==> src/rtl/moore_seq_pkg.sv <==
// ============================================================================
// Module : moore_seq_pkg
// Brief  : Shared types and default sizing for the Moore sequence player.
// Rev    : 1.0 - initial release
// ============================================================================
`default_nettype none

package moore_seq_pkg;

    localparam int SYM_W     = 4;
    localparam int DEF_DEPTH = 16;
    localparam int DEF_AW    = 4;
    localparam int DEF_CW    = 5;

    typedef enum logic [2:0] {
        IDLE  = 3'd0,
        CLEAR = 3'd1,
        PLAY  = 3'd2,
        DRAIN = 3'd3,
        DONE  = 3'd4
    } state_t;

endpackage

`default_nettype wire

==> src/rtl/moore_seq_buf.sv <==
// ============================================================================
// Module : moore_seq_buf
// Brief  : DEPTH x 4 symbol buffer with append-only write, flush, length
//          tracking and a combinational read port.
// Rev    : 1.0 - initial release
// ============================================================================
`default_nettype none

module moore_seq_buf
    import moore_seq_pkg::*;
#(
    parameter int DEPTH = DEF_DEPTH,
    parameter int AW    = DEF_AW
) (
    input  logic             clk,
    input  logic             rst,
    input  logic             i_wr_en,
    input  logic [SYM_W-1:0] i_wr_data,
    input  logic             i_flush,
    input  logic [AW-1:0]    i_rd_addr,
    output logic [SYM_W-1:0] o_rd_data,
    output logic [AW:0]      o_len,
    output logic             o_wr_full
);

    logic [SYM_W-1:0] r_mem [DEPTH];
    logic [AW:0]      r_len;
    logic             w_wr_ok;

    // DEPTH is a power of two, so the MSB of the length marks "full".
    assign o_wr_full = r_len[AW];
    assign w_wr_ok   = i_wr_en && !i_flush && !r_len[AW];

    always_ff @(posedge clk or posedge rst) begin
        if (rst) begin
            r_len <= '0;
        end else if (i_flush) begin
            r_len <= '0;
        end else if (w_wr_ok) begin
            r_len <= r_len + {{AW{1'b0}}, 1'b1};
        end
    end

    // The write pointer is the current length; contents need no reset.
    always_ff @(posedge clk) begin
        if (w_wr_ok) begin
            r_mem[r_len[AW-1:0]] <= i_wr_data;
        end
    end

    assign o_rd_data = r_mem[i_rd_addr];
    assign o_len     = r_len;

endmodule

`default_nettype wire

==> src/rtl/moore_seq_player.sv <==
// ============================================================================
// Module : moore_seq_player
// Brief  : Plays buffered 4-bit symbols into a Moore detector and counts the
//          hits aligned to each symbol. MOORE_SEQ_FIRSTHIT_EN adds first-hit
//          index reporting.
// Rev    : 1.0 - initial release
// ============================================================================
`default_nettype none

module moore_seq_player
    import moore_seq_pkg::*;
#(
    parameter int DEPTH = DEF_DEPTH,
    parameter int AW    = DEF_AW,
    parameter int CW    = DEF_CW
) (
    input  logic             CLK,
    input  logic             Reset,
    input  logic             wr_en,
    input  logic [SYM_W-1:0] wr_data,
    input  logic             flush,
    input  logic             start,
    input  logic             det_hit,
    output logic             wr_full,
    output logic [AW:0]      len,
    output logic             busy,
    output logic             done,
    output logic [SYM_W-1:0] sym_out,
    output logic             sym_valid,
    output logic             det_clr,
    output logic [CW-1:0]    match_count
`ifdef MOORE_SEQ_FIRSTHIT_EN
    ,
    output logic             first_hit_valid,
    output logic [AW-1:0]    first_hit_idx
`endif
);

    localparam logic [CW-1:0] c_CNT_MAX = {CW{1'b1}};
    localparam logic [CW-1:0] c_CNT_ONE = {{(CW-1){1'b0}}, 1'b1};
    localparam logic [AW:0]   c_LEN_ONE = {{AW{1'b0}}, 1'b1};

    state_t           r_state;
    state_t           w_state_nxt;
    logic [AW-1:0]    r_rd_ptr;
    logic             r_sym_valid_d;
    logic [CW-1:0]    r_match_count;
    logic [SYM_W-1:0] w_rd_data;
    logic [AW:0]      w_len;
    logic             w_idle;
    logic             w_play;
    logic             w_start_ok;
    logic             w_last;
    logic             w_hit;

    assign w_idle     = (r_state == IDLE);
    assign w_play     = (r_state == PLAY);
    assign w_start_ok = w_idle && start;
    assign w_last     = ({1'b0, r_rd_ptr} == (w_len - c_LEN_ONE));
    // A Moore hit shows up the cycle after its symbol was presented.
    assign w_hit      = det_hit && r_sym_valid_d;

    moore_seq_buf #(
        .DEPTH (DEPTH),
        .AW    (AW)
    ) u_buf (
        .clk       (CLK),
        .rst       (Reset),
        .i_wr_en   (wr_en && w_idle),
        .i_wr_data (wr_data),
        .i_flush   (flush && w_idle),
        .i_rd_addr (r_rd_ptr),
        .o_rd_data (w_rd_data),
        .o_len     (w_len),
        .o_wr_full (wr_full)
    );

    always_comb begin
        w_state_nxt = r_state;
        case (r_state)
            IDLE:    if (start) w_state_nxt = CLEAR;
            CLEAR:   w_state_nxt = (w_len != '0) ? PLAY : DRAIN;
            PLAY:    if (w_last) w_state_nxt = DRAIN;
            DRAIN:   w_state_nxt = DONE;
            DONE:    w_state_nxt = IDLE;
            default: w_state_nxt = IDLE;
        endcase
    end

    always_ff @(posedge CLK or posedge Reset) begin
        if (Reset) begin
            r_state       <= IDLE;
            r_rd_ptr      <= '0;
            r_sym_valid_d <= 1'b0;
            r_match_count <= '0;
        end else begin
            r_state       <= w_state_nxt;
            r_sym_valid_d <= w_play;
            if (w_start_ok) begin
                r_rd_ptr <= '0;
            end else if (w_play) begin
                r_rd_ptr <= r_rd_ptr + {{(AW-1){1'b0}}, 1'b1};
            end
            if (w_start_ok) begin
                r_match_count <= '0;
            end else if (w_hit && (r_match_count != c_CNT_MAX)) begin
                r_match_count <= r_match_count + c_CNT_ONE;
            end
        end
    end

`ifdef MOORE_SEQ_FIRSTHIT_EN
    logic [AW-1:0] r_rd_ptr_d;
    logic          r_fh_valid;
    logic [AW-1:0] r_fh_idx;

    // r_rd_ptr_d names the symbol whose completion produced the current hit.
    always_ff @(posedge CLK or posedge Reset) begin
        if (Reset) begin
            r_rd_ptr_d <= '0;
            r_fh_valid <= 1'b0;
            r_fh_idx   <= '0;
        end else begin
            r_rd_ptr_d <= r_rd_ptr;
            if (w_start_ok || (r_state == CLEAR)) begin
                r_fh_valid <= 1'b0;
                r_fh_idx   <= '0;
            end else if (w_hit && !r_fh_valid) begin
                r_fh_valid <= 1'b1;
                r_fh_idx   <= r_rd_ptr_d;
            end
        end
    end

    assign first_hit_valid = r_fh_valid;
    assign first_hit_idx   = r_fh_idx;
`endif

    assign len         = w_len;
    assign busy        = !w_idle;
    assign done        = (r_state == DONE);
    assign det_clr     = (r_state == CLEAR);
    assign sym_valid   = w_play;
    assign sym_out     = w_play ? w_rd_data : '0;
    assign match_count = r_match_count;

endmodule

`default_nettype wire

==> config.mk <==
export PLATFORM = sky130hd
export DESIGN_NAME = moore_seq_player
export DESIGN_NICKNAME = d
export VERILOG_FILES = /design/src/rtl/moore_seq_pkg.sv /design/src/rtl/moore_seq_buf.sv /design/src/rtl/moore_seq_player.sv
export SDC_FILE = /design/constraint.sdc
export NUM_CORES = 1
export LEC_CHECK = 0
export ABC_AREA = 1
export CORE_MARGIN = 2
export CORE_UTILIZATION = 55
export DETAILED_ROUTE_END_ITERATION = 7
export PLACE_DENSITY = 0.84
export SKIP_CTS_REPAIR_TIMING = 1
export SKIP_LAST_GASP = 1
export SLEW_MARGIN = 5
export SYNTH_ARGS = -nofsm -noshare
export SYNTH_HDL_FRONTEND = slang
export SYNTH_SLANG_ARGS = --single-unit
==> constraint.sdc <==
create_clock -name CLK -period 2.1 [get_ports CLK]
set_input_delay 0.63 -clock CLK [delete_from_list [all_inputs] [get_ports CLK]]
set_output_delay 0.63 -clock CLK [all_outputs]
set_load 0.05 [all_outputs]
Word-level counts from Yosys, hierarchy flattened
Memories as Yosys holds them, arrays and structs flattened.
Cells that the tools add are included.
{"block": "word_totals", "wordCells": 47, "n_memories": 1, "mem_bits_rw": 64, "output_inout_bits": 19, "inputBits": 10, "regBits": 18}
{"name": "u_buf.r_mem", "words": 16, "width": 4, "read_ports": 1, "rd_ports_with_merged_regs": 0, "write_ports": 1, "line_no": "moore_seq_buf.sv:26", "text": "logic [SYM_W-1:0] r_mem [DEPTH];"}
{"block": "classes", "n_reduce_logical": 16, "mux": 13, "n_addsub": 4, "n_eq_ne": 8}
{"cell": "5-bit two-way mux", "n": 4}
{"cell": "4-bit two-way mux", "n": 3}
{"cell": "3-bit case mux with 4 select lines", "n": 1}
{"cell": "5-bit by 1-bit adder with 5-bit output (second input constant)", "n": 2}
{"cell": "1-bit logical AND", "n": 7}
{"cell": "3-bit by 2-bit == test with 1-bit output (second input constant)", "n": 2}
{"cell": "3-bit two-way mux", "n": 2}
{"cell": "2-bit nonzero test", "n": 3}
{"cell": "4-bit by 5-bit == test with 1-bit output", "n": 1}
{"cell": "5-bit != test (second input constant)", "n": 1}
{"cell": "5-bit nonzero test", "n": 1}
{"cell": "5-bit by 1-bit subtractor with 5-bit output (second input constant)", "n": 1}
{"cell": "4-bit by 1-bit adder with 4-bit output (second input constant)", "n": 1}
{"cell": "3-bit by 1-bit == test with 1-bit output (second input constant)", "n": 1}
{"cell": "3-bit == test (second input constant)", "n": 1}
{"cell": "1-bit logical NOT", "n": 3}
{"cell": "3-bit logical NOT", "n": 1}
{"cell": "1-bit two-way mux", "n": 3}
{"cell": "2-bit by 1-bit != test with 1-bit output (second input constant)", "n": 1}
{"cell": "2-bit != test (second input constant)", "n": 1}
{"cell": "2-bit AND reduction", "n": 1}

Longest topological paths before layout
Gate-level depths: netlist of run 1.
{"block": "depth", "depth_word": 7, "mapped_depth": 11, "depth_no_buf": 11}

By module
From an unflattened synthesis of run 1, not the netlist that was laid out.
{"block": "unflattened", "cells_unflattened": 436, "area_unflattened_um2": 4021.4}
{"module": "moore_seq_buf", "area_per_inst_um2": 3179.3, "cells_each": 315, "n_inst": 1, "seq_area_each_um2": 2047.0}
{"module": "moore_seq_player", "area_per_inst_um2": 842.1, "cells_each": 121, "n_inst": 1, "seq_area_each_um2": 325.3}

Least setup slack after synthesis of run 1
Ideal clock, no wire load.
{"block": "synth_timing", "kind": "register to output", "startpoint": "register r_rd_ptr[1]", "endpoint": "output port sym_out[0]", "required_ns": 1.470, "arrival_ns": 1.790, "n_path_buf": 2, "path_slack_ns": -0.320, "path_stages_with_launch": 8, "path_cell_list": "dfrtp_1 > buf_2 > buf_4 > nor2_1 > o21ai_0 > nand3_1 > nand3_1 > a21oi_1"}
{"block": "synth_via", "elab_chain_len": 2}
{"element": "start: declaration", "line_no": "moore_seq_player.sv:45", "text": "logic [AW-1:0] r_rd_ptr;"}
{"element": "start signal: assignment", "line_no": "moore_seq_player.sv:102", "text": "r_rd_ptr <= r_rd_ptr + {{(AW-1){1'b0}}, 1'b1};"}
{"element": "memory read 16 x 4 bit"}
{"element": "4-bit two-way mux", "line_no": "moore_seq_player.sv:144", "text": "assign sym_out = w_play ? w_rd_data : '0;"}
{"element": "end: declaration", "line_no": "moore_seq_player.sv:28", "text": "output logic [SYM_W-1:0] sym_out,"}
Every way passes these cells.

Worst setup path in the final report of run 1
{"block": "layout_timing", "startpoint": "register r_rd_ptr[0]", "endpoint": "output port sym_out[0]"}
The elaborated chain is that of the path after synthesis.

==> flow_summary.toml, run 1 <==
[critical_path]
cp.arrival_ns = 1.91
cp-end-kind = "output port"
cp-start-kind = "flip-flop"
crit_type = "flip-flop to output port"
cp_max_fo = 6
r2r_setup_slack_ns = 0.30
critPathRequiredTime_ns = 1.47

[sta]
min_period_ns = 2.54
max_clock_freq_mhz = 394
clock_skew_ns = 0.0129
hold_viol = 0
finalWorstSetupSlack_ns = -0.441
rsz0062_at_grt = "true"
period_share = 1.21
setup_viol = 4
slew_viol_final = 0
max_slew_margin = 0.771
tightest_slew_ns = 0.341

[global_routing]
top_usage_layer = "met2"
grt_usage = 0.238
grt_use_met3 = 0.0571
grt_pass1_vias = 2664
grt_pass1_wl_um = 13200
use_met1 = 0.321
grt_max_degree = 21
overflow = 0
met2_usage = 0.372
antenna_found_initial = 0

[layout]
n_fill_cell = 434
utilization = 0.703
layout_common_cells = "nor2_1, edfxtp_1, nand2_1"
area_delta_synth_final_pct = 25.5
layout.nets = 453
final_common_cell = "nor2_1"
drive_above_1_share = 0.243
antenna_cells = 0
design_area_sq_um = 4730

[power_and_ir_drop]
power_density_nw_per_um2 = 1260
power_leakage_nw = 1.94
ir_drop_uv = 638

[floorplanning]
die_area_sq_um = 7530
rows = 30
die_width_um = 86.8
core_sq_um = 6720
io_pins = 29
die_h_um = 86.8
start_util = 0.561

[clock_network]
clockBufferDepth = 2
cts_inserted_buffers = 9
clk_pin_slew_ns = 0.09
clk_latency_ns = 0.36
root_buffer = "clkbuf_8"
cts_tree = "built"
cts_sinks = 82
cts-htree-levels = 3

[synth]
synth-xor-area-share = 0.00233
yosys.area_share.adder = 0.0266
yosys.cell_types.count = 30
synth.cell_area_sq_um = 3770
synth_seq_cells = 82
synth_nets = 387
synth_compound_area_frac = 0.0678
avgSynthCellArea_sq_um = 10.2
muxShareOfSynthArea = 0
seq_area_frac_synth = 0.630
synth_top_family_by_area = "simple AND/OR/NAND/NOR gates"
netlist_instances = 369
synth-simple-area-share = 0.225
yosysWarnings = 0

[drt]
route.vias.total = 3005
ant_nets = 0
first_iter_violations = 471
first_pass_iters = 6
finalWirelength_um = 9240
routed_via_density = 5.78
wl_per_cell_um = 17.8
drc = 0

[outcome]
status = "finished, violations left"
violations = "negative setup slack"

[hold_path]
hp-class = "flip-flop to flip-flop"

[flow_run]
maxCapViolCount = 0

[placed_design]
io_buffers = 28
place.gp.congestion = 0.887
post-dp-hpwl_um = 5860
dpl_cell_area_sq_um = 4360
## worst max-delay path, stage by stage, from the launching register on
cell and delay (ns):
dfrtp_2 0.48, inv_4 0.10, buf_12 0.12, buf_4 0.15
o21ai_1 0.11, nand3_1 0.14, nand3_2 0.11, a21oi_2 0.17
buf_6 0.17
## path summary, 6_finish.rpt
| path | start | to | depth (start not counted) |
|---|---|---|---|
| worst min register to register | match_count[2]$_DFFE_PP0P_ | match_count[2]$_DFFE_PP0P_ | 1 |
| worst min-delay path | match_count[2]$_DFFE_PP0P_ | match_count[2]$_DFFE_PP0P_ | 1 |
| max in group asynchronous | Reset | r_rd_ptr[0]$_DFFE_PP0P_ | 3 |
| worst max register to register | r_state[0]$_DFFE_PP0P_ | u_buf.r_mem[9][3]$_DFFE_PP_ | 6 |
| worst max-delay path | r_rd_ptr[0]$_DFFE_PP0P_ | sym_out[0] | 8 |
| min in group asynchronous | Reset | match_count[4]$_DFFE_PP0P_ | 3 |
## registers in the layout (all words and copies together) (netlist names)
name / flops
r_sym_valid_d: 1
r_rd_ptr: 4
r_state: 3
u_buf.o_len: 5
match_count: 5
u_buf.r_mem: 64
## cell usage after synthesis
cell type,instances,share of area
clkinv_1,1,0.0010
o21a_1,1,0.0020
o211ai_1,1,0.0020
dfrtp_1,18,0.12
nand2_2,1,0.0017
nand4_4,1,0.0056
clkbuf_2,1,0.0013
buf_4,6,0.012
a22o_1,1,0.0023
a31oi_1,1,0.0017
o21ai_0,34,0.045
nand2_4,2,0.0060
nor2_1,83,0.083
ha_1,8,0.027
clkbuf_1,3,0.0030
nor3_1,3,0.0040
nor2_4,2,0.0060
buf_2,3,0.0040
inv_1,25,0.025
nor3_2,1,0.0027
inv_2,2,0.0020
edfxtp_1,64,0.51
xnor2_1,1,0.0023
nand2_1,57,0.057
nand3_1,32,0.043
nor2_2,1,0.0017
a21oi_1,11,0.015
nor2_8,2,0.011
nand4_1,2,0.0033
or2_2,1,0.0017
## through the flow
step                      worst slack [ns]  total power, mW  std cells  setup TNS (ns)  hold WS (ns)
after detailed placement            -0.144             4.51        495           -4.14         0.504
after global routing                -0.503             6.26        520           -1.94         0.553
after CTS                           -0.503             5.55        511           -1.96         0.516
after global placement             -0.0646             4.42        495           -1.94         0.490
after floorplan                    -0.0440             3.70        369         -0.0440         0.525
final                               -0.441             5.97        520           -1.72         0.515
## power breakdown
part           internal, mW  switching, mW  total [mW]
clock network         0.442          0.616        1.06
logic                  1.09           1.79        2.88
registers              1.89          0.151        2.04
total                  3.42           2.55        5.97
## area by class of cell
type / instances / area [sq um] / area share
Timing Repair Buffer: 68 / 654 / 0.138
Clock inverter: 7 / 51.3 / 0.0109
Clock buffer: 9 / 124 / 0.0262
Tap cell: 80 / 100 / 0.0212
Inverter: 28 / 113 / 0.0238
Multi-Input combinational cell: 246 / 1310 / 0.277
Sequential cell: 82 / 2370 / 0.503
## kinds of logic (layout without fill, tap and decap cells)
family / Yosys count / after routing
adders and majority gates: 8 / 8
AOI/OAI and AO/OA: 49 / 49
xor gates and xnor gates: 1 / 1
buffers and inverters: 41 / 112
and+or+nand+nor: 188 / 188
DFF: 82 / 82
## routing by layer
| layer | up-vias | routed length (um) | share of wire |
|---|---|---|---|
| met3 | 29 | 761 | 0.082 |
| li1 | 1376 | - | - |
| met5 | - | 0 | 0 |
| met4 | 0 | 261 | 0.028 |
| met2 | 176 | 4590 | 0.50 |
| met1 | 1424 | 3630 | 0.39 |
(Power assumes the default switching activity.)
==> run 2, diff against run 1 <==
--- a/config.mk
+++ b/config.mk
@@ -7,9 +7,9 @@
 export LEC_CHECK = 0
 export ABC_AREA = 1
 export CORE_MARGIN = 2
-export CORE_UTILIZATION = 55
+export CORE_UTILIZATION = 52
 export DETAILED_ROUTE_END_ITERATION = 7
-export PLACE_DENSITY = 0.84
+export PLACE_DENSITY = 0.83
 export SKIP_CTS_REPAIR_TIMING = 1
 export SKIP_LAST_GASP = 1
 export SLEW_MARGIN = 5
==> constraint.sdc (replaced) <==
create_clock -name CLK -period 2.2 [get_ports CLK]
set_input_delay 0.66 -clock CLK [delete_from_list [all_inputs] [get_ports CLK]]
set_output_delay 0.66 -clock CLK [all_outputs]
set_load 0.05 [all_outputs]
==> flow_summary.toml, run 2 (synthesized netlist as in run 1, its figures left out) <==
[outcome]
status = "finished, violations left"
violations = "negative setup slack"

[sta]
finalWorstSetupSlack_ns = -0.376
tightest_slew_ns = 0.504
period_share = 1.17
clock_skew_ns = 0.0110
max_slew_margin = 0.664
tns_ns = -1.32
rsz0062_at_grt = "true"
min_period_ns = 2.58
slew_viol_final = 0
max_clock_freq_mhz = 388
hold_viol = 0
setup_viol = 4

[flow_run]
maxCapViolCount = 0

[clock_network]
clk_pin_slew_ns = 0.09
cts_tree = "built"
clockBufferDepth = 2
cts_sinks = 82
cts_inserted_buffers = 9
root_buffer = "clkbuf_8"
cts-htree-levels = 3
clk_latency_ns = 0.36

[critical_path]
cp-end-kind = "output port"
worstPathCellList = "buf_12 > buf_8 > nor2_1 > nor2_1 > o21ai_0 > nand3_1 > nand3_1 > a21oi_2 > buf_6"
max_stage_delay_ns = 0.40
crit_type = "flip-flop to output port"
critPathRequiredTime_ns = 1.54
r2r_setup_slack_ns = 0.39
cp-start-kind = "flip-flop"
cp_max_fo = 7
critPathBufInv = 3
crit_family = "buffers and inverters"
cp.arrival_ns = 1.92
critPathSlowestCell = "dfrtp_2"

[floorplanning]
core_sq_um = 7140
rows = 31
io_pins = 29
die_h_um = 89.1
die_area_sq_um = 7940
start_util = 0.528
die_width_um = 89.1

[drt]
ant_nets = 0
route.vias.total = 2924
finalWirelength_um = 8920
drc = 0
first_pass_iters = 8
wl_per_cell_um = 16.7
routed_via_density = 5.48
first_iter_violations = 291

[power_and_ir_drop]
ir_drop_uv = 583
power_leakage_nw = 1.93
power_density_nw_per_um2 = 1190

[layout]
final_common_cell = "nor2_1"
largest_reg_flops = 64
n_fill_cell = 523
design_area_sq_um = 4750
antenna_cells = 0
layout_common_cells = "nor2_1, edfxtp_1, nand2_1"
drive_above_1_share = 0.225
layout.nets = 448
area_delta_synth_final_pct = 26.1

[global_routing]
grt_max_degree = 33
grt_usage = 0.221
grt_pass1_wl_um = 12700
antenna_found_initial = 0
overflow = 0
grt_pass1_vias = 2622

[placed_design]
io_buffers = 28
dpl_cell_area_sq_um = 4310
place.gp.congestion = 0.868
post-dp-hpwl_um = 5550

[hold_path]
hp-class = "flip-flop to flip-flop"
==> run 2: power breakdown <==
part	switching, mW	internal, mW	total (mW)
Sequential	0.124	1.80	1.93
Clock	0.554	0.409	0.962
Combinational	1.67	1.09	2.75
Total	2.34	3.30	5.64
==> run 2: per-layer routing <==
metal | wire, um | track usage
met1 | 3660 | 0.270
met2 | 4470 | 0.374
met5 | 0 | 0
met3 | 602 | 0.0582
met4 | 185 | 0.0882
==> run 2: metrics by stage <==
step	std cells	setup slack [ns]	hold WS [ns]	utilization	total power [mW]
final	534	-0.376	0.558	0.666	5.64
after global routing	534	-0.424	0.595	0.666	5.91
after CTS	525	-0.331	0.560	0.628	5.13
after detailed placement	509	-0.0976	0.546	0.604	4.18
after global placement	509	-0.0299	0.501	0.604	4.13
after floorplan	369	0.0195	0.525	-	3.49
==> run 2: worst register-to-register path, stage by stage (launching register included) <==
cell	delay (ns)
dfrtp_1	0.44
nor2_4	0.23
nand4_4	0.15
nor2_8	0.16
nand2_1	0.19
nor2_1	0.32
==> run 2: worst paths after layout <==
| kind | start | to | depth (start not counted) |
|---|---|---|---|
| setup / recovery | r_rd_ptr[0]$_DFFE_PP0P_ | sym_out[3] | 9 |
| hold / removal | r_state[2]$_DFFE_PP0P_ | r_state[2]$_DFFE_PP0P_ | 1 |
| setup reg to reg | r_state[2]$_DFFE_PP0P_ | u_buf.r_mem[9][0]$_DFFE_PP_ | 5 |
| hold reg to reg | r_state[2]$_DFFE_PP0P_ | r_state[2]$_DFFE_PP0P_ | 1 |
| max in group asynchronous | Reset | r_rd_ptr[1]$_DFFE_PP0P_ | 3 |
| min in group asynchronous | Reset | r_state[1]$_DFFE_PP0P_ | 3 |
==> run 2: layout make-up <==
class                      count  area [sq um]  share of cell area
clock inverter                 6          41.3             0.00869
timing repair buffer          63           678               0.143
multi-input combinational    246          1280               0.270
inverter                      28           124              0.0261
tap                           99           124              0.0261
clock buffer                  10           128              0.0269
sequential                    82          2370               0.500
==> run 3, diff against run 2 <==
--- a/config.mk
+++ b/config.mk
@@ -10,6 +10,7 @@
 export CORE_UTILIZATION = 52
 export DETAILED_ROUTE_END_ITERATION = 7
 export PLACE_DENSITY = 0.83
+export SETUP_SLACK_MARGIN = 0.3
 export SKIP_CTS_REPAIR_TIMING = 1
 export SKIP_LAST_GASP = 1
 export SLEW_MARGIN = 5
==> flow_summary.toml, run 3 (synthesized netlist as in run 1, its figures left out) <==
[sta]
slew_viol_final = 0
period_share = 1.18
tightest_slew_ns = 0.738
rsz0062_at_grt = "true"
max_slew_margin = 0.507
clock_skew_ns = 0.0118
finalWorstSetupSlack_ns = -0.392
hold_viol = 0
min_period_ns = 2.59
tns_ns = -1.50
max_clock_freq_mhz = 386
setup_viol = 4

[critical_path]
critPathRequiredTime_ns = 1.54
r2r_end = "u_buf.r_mem[5][1]$_DFFE_PP_"
cp-end-kind = "output port"
worst_r2r_path_depth = 8
r2r_setup_slack_ns = 0.29
cp-start-kind = "flip-flop"
crit_type = "flip-flop to output port"
r2r-start = "r_state[0]$_DFFE_PP0P_"
cp.arrival_ns = 1.93
cp_max_fo = 6
worstSetupStartpoint = "r_rd_ptr[0]$_DFFE_PP0P_"
endpoint = "sym_out[1]"

[outcome]
violations = "negative setup slack"
status = "finished, violations left"

[layout]
layoutNonFillerInstCount = 538
final_common_cell = "nor2_1"
seq_area_sq_um = 2380
n_fill_cell = 466
largest_reg_flops = 64
design_area_sq_um = 4950
drive_above_1_share = 0.267
layout_common_cells = "nor2_1, edfxtp_1, nand2_1"
area_delta_synth_final_pct = 31.4
multi_input_area_sq_um = 1390
antenna_cells = 0
layout.nets = 453

[hold_path]
hp-class = "flip-flop to flip-flop"
hold_depth = 1

[power_and_ir_drop]
power_frac_seq = 0.314
p_int_mw = 3.60
power_density_nw_per_um2 = 1250
comb_power_share = 0.514
ir_drop_uv = 627
p_clk_frac = 0.172
power_leakage_nw = 2.01
power_switching_mw = 2.60
netSwitchingFraction = 0.419
p_total_mw = 6.20

[clock_network]
clk_pin_slew_ns = 0.09
root_buffer = "clkbuf_8"
cts_inserted_buffers = 9
clockBufferDepth = 2
cts_tree = "built"
cts_sinks = 82
cts-htree-levels = 3
clk_latency_ns = 0.36

[drt]
first_iter_violations = 462
first_pass_iters = 6
routed_via_density = 5.81
wl_per_cell_um = 18.8
drc = 0
route.vias.total = 3125
finalWirelength_um = 10100
ant_nets = 0

[global_routing]
grt_max_degree = 27
grt_pass1_wl_um = 13600
grt_pass1_vias = 2757
overflow = 0
grt_usage = 0.231
antenna_found_initial = 0

[floorplanning]
core_sq_um = 7140
die_area_sq_um = 7940
rows = 31
die_width_um = 89.1
die_h_um = 89.1
start_util = 0.528
io_pins = 29

[placed_design]
post-dp-hpwl_um = 5910
place.gp.congestion = 0.906
dpl.cell_count = 508
dpl_cell_area_sq_um = 4390
io_buffers = 28
dp_slack_ns = -0.0652

[flow_run]
maxCapViolCount = 0
==> run 3: worst min path at each step <==
stage | endpoint | startpoint
floorplan | r_state[2]$_DFFE_PP0P_ | r_state[2]$_DFFE_PP0P_
global placement | match_count[2]$_DFFE_PP0P_ | match_count[2]$_DFFE_PP0P_
detailed placement | match_count[2]$_DFFE_PP0P_ | match_count[2]$_DFFE_PP0P_
CTS | match_count[2]$_DFFE_PP0P_ | match_count[2]$_DFFE_PP0P_
global route | match_count[3]$_DFFE_PP0P_ | match_count[3]$_DFFE_PP0P_
finish | match_count[2]$_DFFE_PP0P_ | match_count[2]$_DFFE_PP0P_
==> run 3: power groups by stage <==
| stage | clock [mW] | combinational, mW | sequential [mW] |
|---|---|---|---|
| 2_1_floorplan | 0 | 1.61 | 2.05 |
| 3_3_place_gp | 0 | 2.34 | 1.95 |
| 3_5_place_dp | 0 | 2.40 | 1.95 |
| 4_1_cts | 1.06 | 2.42 | 1.92 |
| 5_1_grt | 1.13 | 3.37 | 1.96 |
| 6_report | 1.07 | 3.18 | 1.95 |
==> run 3: area by class of cell <==
class,count,area share
Inverter,28,0.0253
Clock buffer,11,0.0265
Multi-Input combinational cell,246,0.281
Timing Repair Buffer,68,0.151
Tap cell,99,0.0250
Sequential cell,82,0.481
Clock inverter,4,0.0109
==> run 3: worst max-delay path, cell delays in order, from the launching register on <==
cell and delay (ns):
dfrtp_2 0.41, buf_12 0.16, clkbuf_16 0.15, nor2_1 0.05
nor2_1 0.14, o21ai_1 0.12, nand3_1 0.11, nand3_2 0.11
a21oi_4 0.14, buf_6 0.17
==> run 3: through the flow <==
stage,hold slack [ns],utilization
6_report,0.550,0.694
4_1_cts,0.537,0.641
3_5_place_dp,0.527,0.616
3_3_place_gp,0.510,0.616
5_1_grt,0.577,0.694
2_1_floorplan,0.525,-
==> run 3: layer usage <==
metal / track usage / up-vias / share of wire
met5: 0 / - / 0
met4: 0.0963 / 0 / 0.046
met3: 0.0351 / 55 / 0.092
met2: 0.366 / 234 / 0.49
met1: 0.321 / 1462 / 0.37
li1: - / 1374 / -
